`src/rtl/hazard_scoreboard_pkg.sv`:
```
// Shared definitions for the register hazard scoreboard: parameter defaults,
// hazard_src bit positions and the per-register scoreboard entry payload.
package hazard_scoreboard_pkg;

    localparam int unsigned DEF_REG_ADDR_W   = 5;
    localparam int unsigned DEF_ALU_LAT      = 2;
    localparam int unsigned DEF_LD_LAT       = 3;
    localparam int unsigned DEF_LD_USE_STALL = 1;
    localparam int unsigned DEF_CNT_W        = 3;

    // Entry countdown field is sized for the widest supported CNT_W;
    // narrower countdowns are zero-extended into it.
    localparam int unsigned SB_CNT_MAX_W     = 8;

    localparam int unsigned STALL_CNT_W      = 16;

    // hazard_src bit positions
    localparam int unsigned HSRC_SRC1        = 0;
    localparam int unsigned HSRC_SRC2        = 1;

    typedef struct packed {
        logic [SB_CNT_MAX_W-1:0] cnt;
        logic                    ld;
    } sb_entry_t;

endpackage

```
`src/rtl/sb_entry.sv`:
```
// One scoreboard entry: countdown of cycles until the pending register-file
// write lands, plus a flag recording whether that write comes from a load.
module sb_entry
    import hazard_scoreboard_pkg::*;
#(
    parameter int unsigned CNT_W   = DEF_CNT_W,
    parameter int unsigned ALU_LAT = DEF_ALU_LAT,
    parameter int unsigned LD_LAT  = DEF_LD_LAT
) (
    input  logic      clk,
    input  logic      rst,
    input  logic      i_load,
    input  logic      i_is_ld,
    output sb_entry_t o_entry
);

    logic [CNT_W-1:0] r_cnt;
    logic             r_ld;

    // New issue reloads the countdown (newest writer wins), otherwise count down to 0
    always_ff @(posedge clk or posedge rst) begin
        if (rst) begin
            r_cnt <= '0;
            r_ld  <= 1'b0;
        end else if (i_load) begin
            r_cnt <= i_is_ld ? CNT_W'(LD_LAT) : CNT_W'(ALU_LAT);
            r_ld  <= i_is_ld;
        end else if (r_cnt != '0) begin
            r_cnt <= r_cnt - CNT_W'(1);
        end
    end

    assign o_entry.cnt = SB_CNT_MAX_W'(r_cnt);
    assign o_entry.ld  = r_ld;

endmodule

```
`src/rtl/hazard_scoreboard.sv`:
```
// Register hazard scoreboard for an in-order pipeline ID stage: tracks pending
// register-file writes and stalls ID on RAW conflicts, accounting for the
// forwarding network and load-use latency.
// Optional feature: define HAZARD_STATS_EN to enable the saturating stall_cnt
// counter; otherwise stall_cnt is tied to 0.
module hazard_scoreboard
    import hazard_scoreboard_pkg::*;
#(
    parameter int unsigned REG_ADDR_W   = DEF_REG_ADDR_W,
    parameter int unsigned ALU_LAT      = DEF_ALU_LAT,
    parameter int unsigned LD_LAT       = DEF_LD_LAT,
    parameter int unsigned LD_USE_STALL = DEF_LD_USE_STALL,
    parameter int unsigned CNT_W        = DEF_CNT_W
) (
    input  logic                   clk,
    input  logic                   rst,
    input  logic                   issue_valid,
    input  logic [REG_ADDR_W-1:0]  src1_ID,
    input  logic [REG_ADDR_W-1:0]  src2_ID,
    input  logic                   is_imm,
    input  logic                   ST_or_BNE,
    input  logic [REG_ADDR_W-1:0]  dest_ID,
    input  logic                   WB_EN_ID,
    input  logic                   MEM_R_EN_ID,
    input  logic                   forward_EN,
    input  logic                   flush,
    output logic                   hazard_detected,
    output logic [1:0]             hazard_src,
    output logic                   issue_fire,
    output logic [STALL_CNT_W-1:0] stall_cnt
);

    localparam int unsigned NREG       = 1 << REG_ADDR_W;
    localparam int unsigned LD_FWD_THR = LD_LAT - LD_USE_STALL;

    // Reject configurations whose latencies do not fit the countdown
    if (!((ALU_LAT < (1 << CNT_W)) && (LD_LAT < (1 << CNT_W)) &&
          (LD_USE_STALL <= LD_LAT) && (CNT_W <= SB_CNT_MAX_W))) begin : g_cfg_err
        $error("hazard_scoreboard: illegal ALU_LAT/LD_LAT/LD_USE_STALL/CNT_W combination");
    end

    sb_entry_t w_entry [NREG];
    logic      w_src2_used;
    logic [1:0] w_hazard_src;
    logic      w_wr_en;

    // Register 0 is hard-wired to "no pending write"
    assign w_entry[0] = '0;

    assign w_src2_used = !is_imm || ST_or_BNE;

    // A pending write blocks a reader unless forwarding can cover it; loads
    // still stall while the data is too far from being forwardable.
    function automatic logic f_conflict(input logic [REG_ADDR_W-1:0] s,
                                        input sb_entry_t             e,
                                        input logic                  fwd);
        f_conflict = (s != '0) && (e.cnt != '0) &&
                     (!fwd || (e.ld && (e.cnt > SB_CNT_MAX_W'(LD_FWD_THR))));
    endfunction

    // Zero-latency source conflict detection, gated by a valid ID instruction
    always_comb begin
        w_hazard_src = '0;
        if (issue_valid) begin
            w_hazard_src[HSRC_SRC1] = f_conflict(src1_ID, w_entry[src1_ID], forward_EN);
            w_hazard_src[HSRC_SRC2] = w_src2_used &&
                                      f_conflict(src2_ID, w_entry[src2_ID], forward_EN);
        end
    end

    assign hazard_src      = w_hazard_src;
    assign hazard_detected = |w_hazard_src;
    assign issue_fire      = issue_valid && !hazard_detected && !flush && !rst;
    assign w_wr_en         = issue_fire && WB_EN_ID && (dest_ID != '0);

    for (genvar r = 1; r < NREG; r++) begin : g_entry
        logic w_load;
        assign w_load = w_wr_en && (dest_ID == REG_ADDR_W'(r));

        sb_entry #(
            .CNT_W   (CNT_W),
            .ALU_LAT (ALU_LAT),
            .LD_LAT  (LD_LAT)
        ) u_sb_entry (
            .clk     (clk),
            .rst     (rst),
            .i_load  (w_load),
            .i_is_ld (MEM_R_EN_ID),
            .o_entry (w_entry[r])
        );
    end

`ifdef HAZARD_STATS_EN
    logic [STALL_CNT_W-1:0] r_stall_cnt;

    // Count stalled cycles, saturating at all-ones
    always_ff @(posedge clk or posedge rst) begin
        if (rst) begin
            r_stall_cnt <= '0;
        end else if (hazard_detected && (r_stall_cnt != {STALL_CNT_W{1'b1}})) begin
            r_stall_cnt <= r_stall_cnt + STALL_CNT_W'(1);
        end
    end

    assign stall_cnt = r_stall_cnt;
`else
    assign stall_cnt = '0;
`endif

endmodule

```
`config.mk`:
```
export PLATFORM = sky130hd
export DESIGN_NAME = hazard_scoreboard
export DESIGN_NICKNAME = d
export VERILOG_FILES = /design/src/rtl/hazard_scoreboard_pkg.sv /design/src/rtl/sb_entry.sv /design/src/rtl/hazard_scoreboard.sv
export SDC_FILE = /design/constraint.sdc
export NUM_CORES = 1
export LEC_CHECK = 0
export ABC_AREA = 0
export BUFFER_PORTS_ARGS = -buffer_cell sky130_fd_sc_hd__buf_4
export CAP_MARGIN = 25
export CORE_UTILIZATION = 50
export DETAILED_ROUTE_END_ITERATION = 6
export GPL_TIMING_DRIVEN = 0
export PLACE_DENSITY_LB_ADDON = 0.05
export SLEW_MARGIN = 40
export SYNTH_ARGS = -nofsm -noshare
export SYNTH_HDL_FRONTEND = slang
export SYNTH_SLANG_ARGS = --single-unit
```
`constraint.sdc`:
```
create_clock -name clk -period 4.7 [get_ports clk]
set_input_delay 0.47 -clock clk [delete_from_list [all_inputs] [get_ports clk]]
set_output_delay 0.47 -clock clk [all_outputs]
set_load 0.005 [all_outputs]
```
; Yosys cells after proc, flatten, opt, wreduce, memory -nomap -nowiden
; Cells that the tools add are included.
[op_classes]
addsub = 31
n_mul = 0
div_mod_pow = 0
n_lt_le_gt_ge = 4
eq_ne = 31
n_shift = 0
n_mux = 70
bitwise = 2
reduce_logical = 119
[ops]
columns = op, n
row1 = $mux W3, 62
row2 = $reduce_bool A3 Y1, 31
row3 = $sub A3 B1 Y3 const B, 31
row4 = $bmux W9 S5, 2
row5 = $eq A5 B5 Y1 const B, 16
row6 = $reduce_bool A2 Y1, 31
row7 = $logic_and A1 B1 Y1, 43
row8 = $eq A5 B4 Y1 const B, 8
row9 = $mux W9, 4
row10 = $eq A5 B3 Y1 const B, 4
row11 = $gt A8 B2 Y1 const B, 2
row12 = $reduce_bool A8 Y1, 2
row13 = $reduce_bool A5 Y1, 3
row14 = $ge A6 B6 Y1 const B, 2
row15 = $not A5 Y6, 2
row16 = $eq A5 B2 Y1 const B, 2
row17 = $eq A5 B1 Y1 const B, 1
row18 = $logic_not A1 Y1, 5
row19 = $logic_or A1 B1 Y1, 3
row20 = $mux W2, 1
row21 = $reduce_or A2 Y1, 1
row22 = $mux W1, 1
[totals]
regBits = 124
latchBits = 0
ramBits = 0
romBits = 0
in_bits = 24
out_inout_bits = 20
elab_cells = 319
n_memories = 0

; Longest topological paths before layout
[depth]
word_depth = 19
depth_mapped = 12
depth_no_buf = 8

; Modules after synthesis
; Synthesis repeated with hierarchy kept, for this count alone.
[unflattened]
cells_unflattened = 1294
area_unflattened_um2 = 11951.5
[modules_own_cells]
columns = mod, instances, cells_per_inst, area_each_um2, seq_area_each_um2
row1 = sb_entry, 31, 27, 259.0, 100.1
row2 = hazard_scoreboard, 1, 457, 3922.5, 0.0

; Worst setup path before layout
; No wires, ideal clock.
[synth_timing]
path_kind = input to output
start = in src1_ID[2]
end = out issue_fire
arrival_time_ns = 3.020
required_ns = 4.230
slack_ns = 1.210
path_stages = 9
path_buffers = 4
path_cell_list = buf_2 -> clkbuf_1 -> mux4_2 -> mux4_2 -> o221a_4 -> nor4_4 -> buf_4 -> buf_2 -> and2_1
[synth_between]
elab_chain_cells = 14
elab_cells_between_ends = 17
classes_between = order compare (1) / mux (4) / bitwise (1) / reduce/logical (11)
[synth_rtl]
columns = item, line_no
row1 = from (decl), hazard_scoreboard.sv:18  ; input logic [REG_ADDR_W-1:0] src1_ID,
row2 = $not A5 Y6 (implied by the code), hazard_scoreboard.sv:65  ; w_hazard_src[HSRC_SRC1] = f_conflict(src1_ID, w_entry[src1_ID], forward_EN);
row3 = $bmux W9 S5, hazard_scoreboard.sv:65
row4 = $mux W9 (implied by the code) (2 in a row), hazard_scoreboard.sv:65
row5 = $gt A8 B2 Y1, hazard_scoreboard.sv:58  ; (!fwd || (e.ld && (e.cnt > SB_CNT_MAX_W'(LD_FWD_THR))));
row6 = $logic_and A1 B1 Y1, hazard_scoreboard.sv:58
row7 = $logic_or A1 B1 Y1, hazard_scoreboard.sv:58
row8 = $logic_and A1 B1 Y1 *, hazard_scoreboard.sv:57  ; f_conflict = (s != '0) && (e.cnt != '0) &&
row9 = $mux W2 *, hazard_scoreboard.sv:64  ; if (issue_valid) begin
row10 = $reduce_or A2 Y1 *, hazard_scoreboard.sv:72  ; assign hazard_detected = |w_hazard_src;
row11 = $logic_not A1 Y1 *, hazard_scoreboard.sv:73  ; assign issue_fire = issue_valid && !hazard_detected && !flush && !rst;
row12 = $logic_and A1 B1 Y1 * (3 in a row), hazard_scoreboard.sv:73
row13 = to (decl), hazard_scoreboard.sv:29  ; output logic issue_fire,
; Mark *: on every way between the ends. The rest lies on a longest branch, timed or not. The select of a mux whose other input is x is not followed.

; Final worst setup path
[layout_timing]
start = in src2_ID[1]
end = out issue_fire
[layout_between]
elab_chain_cells = 15
elab_cells_between_ends = 18
classes_between = order compare (1) / mux (4) / bitwise (1) / reduce/logical (12)
[layout_rtl]
columns = item, line_no
row1 = from (decl), hazard_scoreboard.sv:19  ; input logic [REG_ADDR_W-1:0] src2_ID,
row2 = $not A5 Y6 (implied by the code), hazard_scoreboard.sv:67  ; f_conflict(src2_ID, w_entry[src2_ID], forward_EN);
row3 = $bmux W9 S5, hazard_scoreboard.sv:67
row4 = $mux W9 (implied by the code) (2 in a row), hazard_scoreboard.sv:67
row5 = $gt A8 B2 Y1, hazard_scoreboard.sv:58
row6 = $logic_and A1 B1 Y1, hazard_scoreboard.sv:58
row7 = $logic_or A1 B1 Y1, hazard_scoreboard.sv:58
row8 = $logic_and A1 B1 Y1 *, hazard_scoreboard.sv:57
row9 = $logic_and A1 B1 Y1 *, hazard_scoreboard.sv:66  ; w_hazard_src[HSRC_SRC2] = w_src2_used &&
row10 = $mux W2 *, hazard_scoreboard.sv:64
row11 = $reduce_or A2 Y1 *, hazard_scoreboard.sv:72
row12 = $logic_not A1 Y1 *, hazard_scoreboard.sv:73
row13 = $logic_and A1 B1 Y1 * (3 in a row), hazard_scoreboard.sv:73
; Marked as above.

==> metrics.md <==
| Metric | Value |
|---|---|
| Synth-to-layout area growth | `13.04%` |
| PD cells | `643.1 nW/µm²` |
| Clock Path Buffers | `2` |
| Mean area per synthesized cell | `between 10 and 15 µm²` |
| Register Area | `3103 µm²` |
| Ant diodes | `0` |
| Core Footprint | `17360 µm²` |
| DR vias | `~6400` |
| Multi-input gate area | `between 5000 and 6000 µm²` |
| Die H | `approximately 140 µm` |
| Die X | `between 100 and 150 µm` |
| Die footprint | `about 18000 µm²` |
| Worst Tran Pin Value | `~0.9 ns` |
| Reg2reg start | `g_entry[11].u_sb_entry.r_cnt[0]$_DFFE_PP0P_` |
| FF+latch count, synth | `about 120` |
| Detailed-route DRC error count | `0` |
| Worst-path maximum fanout | `10` |
| Hold Crit Class | `input pin to async pin` |
| Lkg Pwr | `roughly 0.0048 µW` |
| Port-buffer cells | `22` |
| Syn Std Cell Area | `slightly below 9000 µm²` |
| Placer Congestion | `0.9066` |
| Status | `finished clean` |
| Worst-skew pair later-pin latency | `around 0.43 ns` |
| Max Slew Vio Count | `0` |
| Initial DRC count | `696` |
| # resized after CTS | `0` |
| Fin. Hold Viols | `0` |
| Setup bufs post-CTS | `0` |
| Post-synthesis async set-or-reset flop share | `1.000` |
| Critical path startpoint category | `input pin` |
| Final worst slack | `around 0.12 ns` |
| Max Clock Skew | `about 0.011 ns` |
| Required @ worst endpoint | `~4.2 ns` |
| Total GRT Usage | `0.2896` |
| Share of cells above drive strength 1 | `0.2847` |
| WL/cell | `roughly 23 µm` |
| Final HPWL DP | `around 19 mm` |
| VDD IR max | `around 0.32 mV` |
| Crit Path Class | `input pin to output pin` |
| First-pass GRT wire length | `38.18 mm` |
| Max-cap violation count | `0` |
| Post-synth top flop | `dfrtp_1` |
| CTS sink cnt | `124` |
| Worst slack at placement | `between 0.2 and 0.3 ns` |
| Initial antenna violation count | `0` |
| Largest net degree at the start of global routing | `67` |
| Number of global-route vias before repair | `about 6700` |
| Post-DRT Antenna Nets | `0` |
| Cells after Synth | `788` |
| CTS tree | `done` |
| Initial Util | `0.5120` |
| Final worst path period need | `~4.6 ns` |
| Setup TNS | `0 ns` |
| Setup Viol. Count Final | `0` |
| # rows | `48` |
| Root Buffer | `clkbuf_16` |
| CP arrival | `between 4 and 5 ns` |
| Final worst-path cycle share | `0.9744` |
| Slew headroom | `0.4154` |
| CTS clk-pin slew, worst paths | `0.06 ns` |
| Fin nets | `between 900 and 1000` |
| # hold bufs at CTS | `0` |
| Avg Vias per Cell | `roughly 5.9` |
| RSZ-0062 raised after global routing | `no` |
| DRT Pass-1 Iters | `5` |
| Share of the yosys chip area belonging to registers | `0.3491` |
| Overall routed net length | `between 20 and 25 mm` |
| Worst Setup End Kind | `output pin` |
| Post-synth cell types | `50` |
| Reg-to-Reg End | `g_entry[24].u_sb_entry.r_cnt[0]$_DFFE_PP0P_` |
| Reg2Reg Setup Slack | `1.17 ns` |
| CTS Buf Count | `17` |
| # H-tree levels | `4` |
| R2R depth | `9` |
| Number of filler cells placed in the layout | `between 1000 and 1500` |
| GR Overflow Total | `0` |
| Fmax | `roughly 220 MHz` |
| Top-level port count | `44` |
| YS warnings | `0` |
| EDFF count, synth | `0` |
## area by class of cell
cell class | instances | share of cell area
clock buffers | 20 | 0.04446
inverters | 97 | 0.03699
well taps | 225 | 0.02802
multi-input cells | 528 | 0.5146
repair buffers | 23 | 0.01918
clock inverters | 11 | 0.01669
flip-flops and latches | 124 | 0.3089
plain buffers | 54 | 0.03114
## kinds of logic after synthesis
logic type / Yosys count / share of synthesized area
adders and majority gates: 65 / 0.09081
muxes: 179 / 0.2971
DFF: 124 / 0.3491
xor gates and xnor gates: 31 / 0.03055
buffers and inverters: 151 / 0.07616
AOI/OAI and AO/OA: 71 / 0.05139
and+or+nand+nor: 166 / 0.1045
other: 1 / 0.0004220
## metal layers
metal  part of all wire  vias to the layer above  routed length (µm)  track usage
met4              0.027                        0                 658      0.09925
li1                   -                     2889                   -            -
met2               0.47                      227               11630       0.4641
met3              0.071                       52                1746      0.07333
met1               0.43                     3239               10660       0.3817
met5                  0                        -                   0            0
## critical path, stage by stage
cell and delay [ns]:
buf_2 0.31, buf_1 0.61, clkbuf_1 0.57, mux2i_1 0.42
o211ai_1 0.16, a21oi_1 0.20, a21oi_1 0.15, nor4_4 0.32
buf_4 0.28, buf_2 0.32, and2_1 0.18, buf_4 0.10
## worst max-delay path by stage
stage | depth (start not counted) | slack, ns | endpoint | start
finish | 12 | 0.12 | issue_fire | src2_ID[1]
CTS | 12 | 0.26 | issue_fire | src2_ID[1]
floorplan | 1 | 0.93 | g_entry[10].u_sb_entry.r_cnt[0]$_DFFE_PP0P_ | rst
detailed placement | 12 | 0.28 | issue_fire | src2_ID[1]
global route | 13 | 0.02 | issue_fire | src2_ID[1]
global placement | 2 | -0.69 | g_entry[20].u_sb_entry.r_cnt[1]$_DFFE_PP0P_ | rst
## state kept, by name (all words and copies together) (netlist names)
register,count
g_entry.u_sb_entry.r_cnt,93
g_entry.u_sb_entry.r_ld,31
## cell usage after synthesis (3+ instances only)
cell,n,area [µm²]
and2_1,13,81.33
mux2_2,72,810.8
nor2b_1,12,75.07
nor2_1,38,142.6
xnor2_1,31,271.5
ha_1,62,775.7
a21oi_1,27,135.1
nor3b_1,6,45.04
buf_4,20,150.1
o21a_1,3,22.52
a31oi_1,9,56.30
inv_1,97,364.1
buf_2,13,65.06
and4_1,5,43.79
nand3_1,13,65.06
nand2_1,34,127.6
mux2i_1,29,290.3
dfrtp_1,124,3103
nand4_2,9,112.6
or2_2,14,87.58
clkbuf_1,12,45.04
a221oi_1,5,43.79
buf_1,7,26.28
and3_1,11,68.82
mux2_1,20,225.2
nand2b_1,4,25.02
nor3_1,4,20.02
o21ai_0,12,60.06
mux4_2,56,1261
## per-stage QoR
| stage | hold slack, ns | std cells | cell area, µm² | total power, µW | utilization |
|---|---|---|---|---|---|
| after floorplan | 0.4710 | 803 | 8944 | 4251 | - |
| after global placement | 0.4865 | 1050 | 9390 | 4763 | 0.5410 |
| after detailed placement | 0.5076 | 1051 | 9432 | 5036 | 0.5434 |
| after CTS | 0.1121 | 1082 | 10050 | 6484 | 0.5788 |
| after global routing | 0.1300 | 1082 | 10050 | 6977 | 0.5788 |
| final | 0.09096 | 1082 | 10050 | 6461 | 0.5788 |
## layout by cell type (no fill, tap or decap), types with 3 or more instances in the layout
| master | n |
|---|---|
| and2_1 | 13 |
| clkbuf_16 | 17 |
| buf_1 | 7 |
| inv_1 | 96 |
| buf_2 | 13 |
| o21a_1 | 3 |
| nor3_1 | 4 |
| o21ai_0 | 12 |
| a21oi_1 | 27 |
| buf_4 | 42 |
| dfrtp_1 | 124 |
| ha_1 | 62 |
| nor2_1 | 38 |
| and4_1 | 5 |
| nor2b_1 | 12 |
| nand3_1 | 13 |
| xnor2_1 | 31 |
| and3_1 | 11 |
| nand4_2 | 9 |
| mux2_1 | 20 |
| mux4_2 | 56 |
| or2_2 | 14 |
| nand2_1 | 34 |
| bufinv_16 | 4 |
| mux2i_1 | 29 |
| clkinv_2 | 3 |
| nand2b_1 | 4 |
| clkbuf_1 | 14 |
| a221oi_1 | 5 |
| mux2_2 | 72 |
| nor3b_1 | 6 |
| conb_1 | 16 |
| a31oi_1 | 9 |
## power by group
part	switching [µW]	internal [µW]	leakage, µW	total [µW]
Sequential	470	1540	0.00152	2010
Clock	505	897	0.000296	1400
Combinational	1410	1640	0.00296	3040
Note: power is estimated with default switching activity, not from simulation.
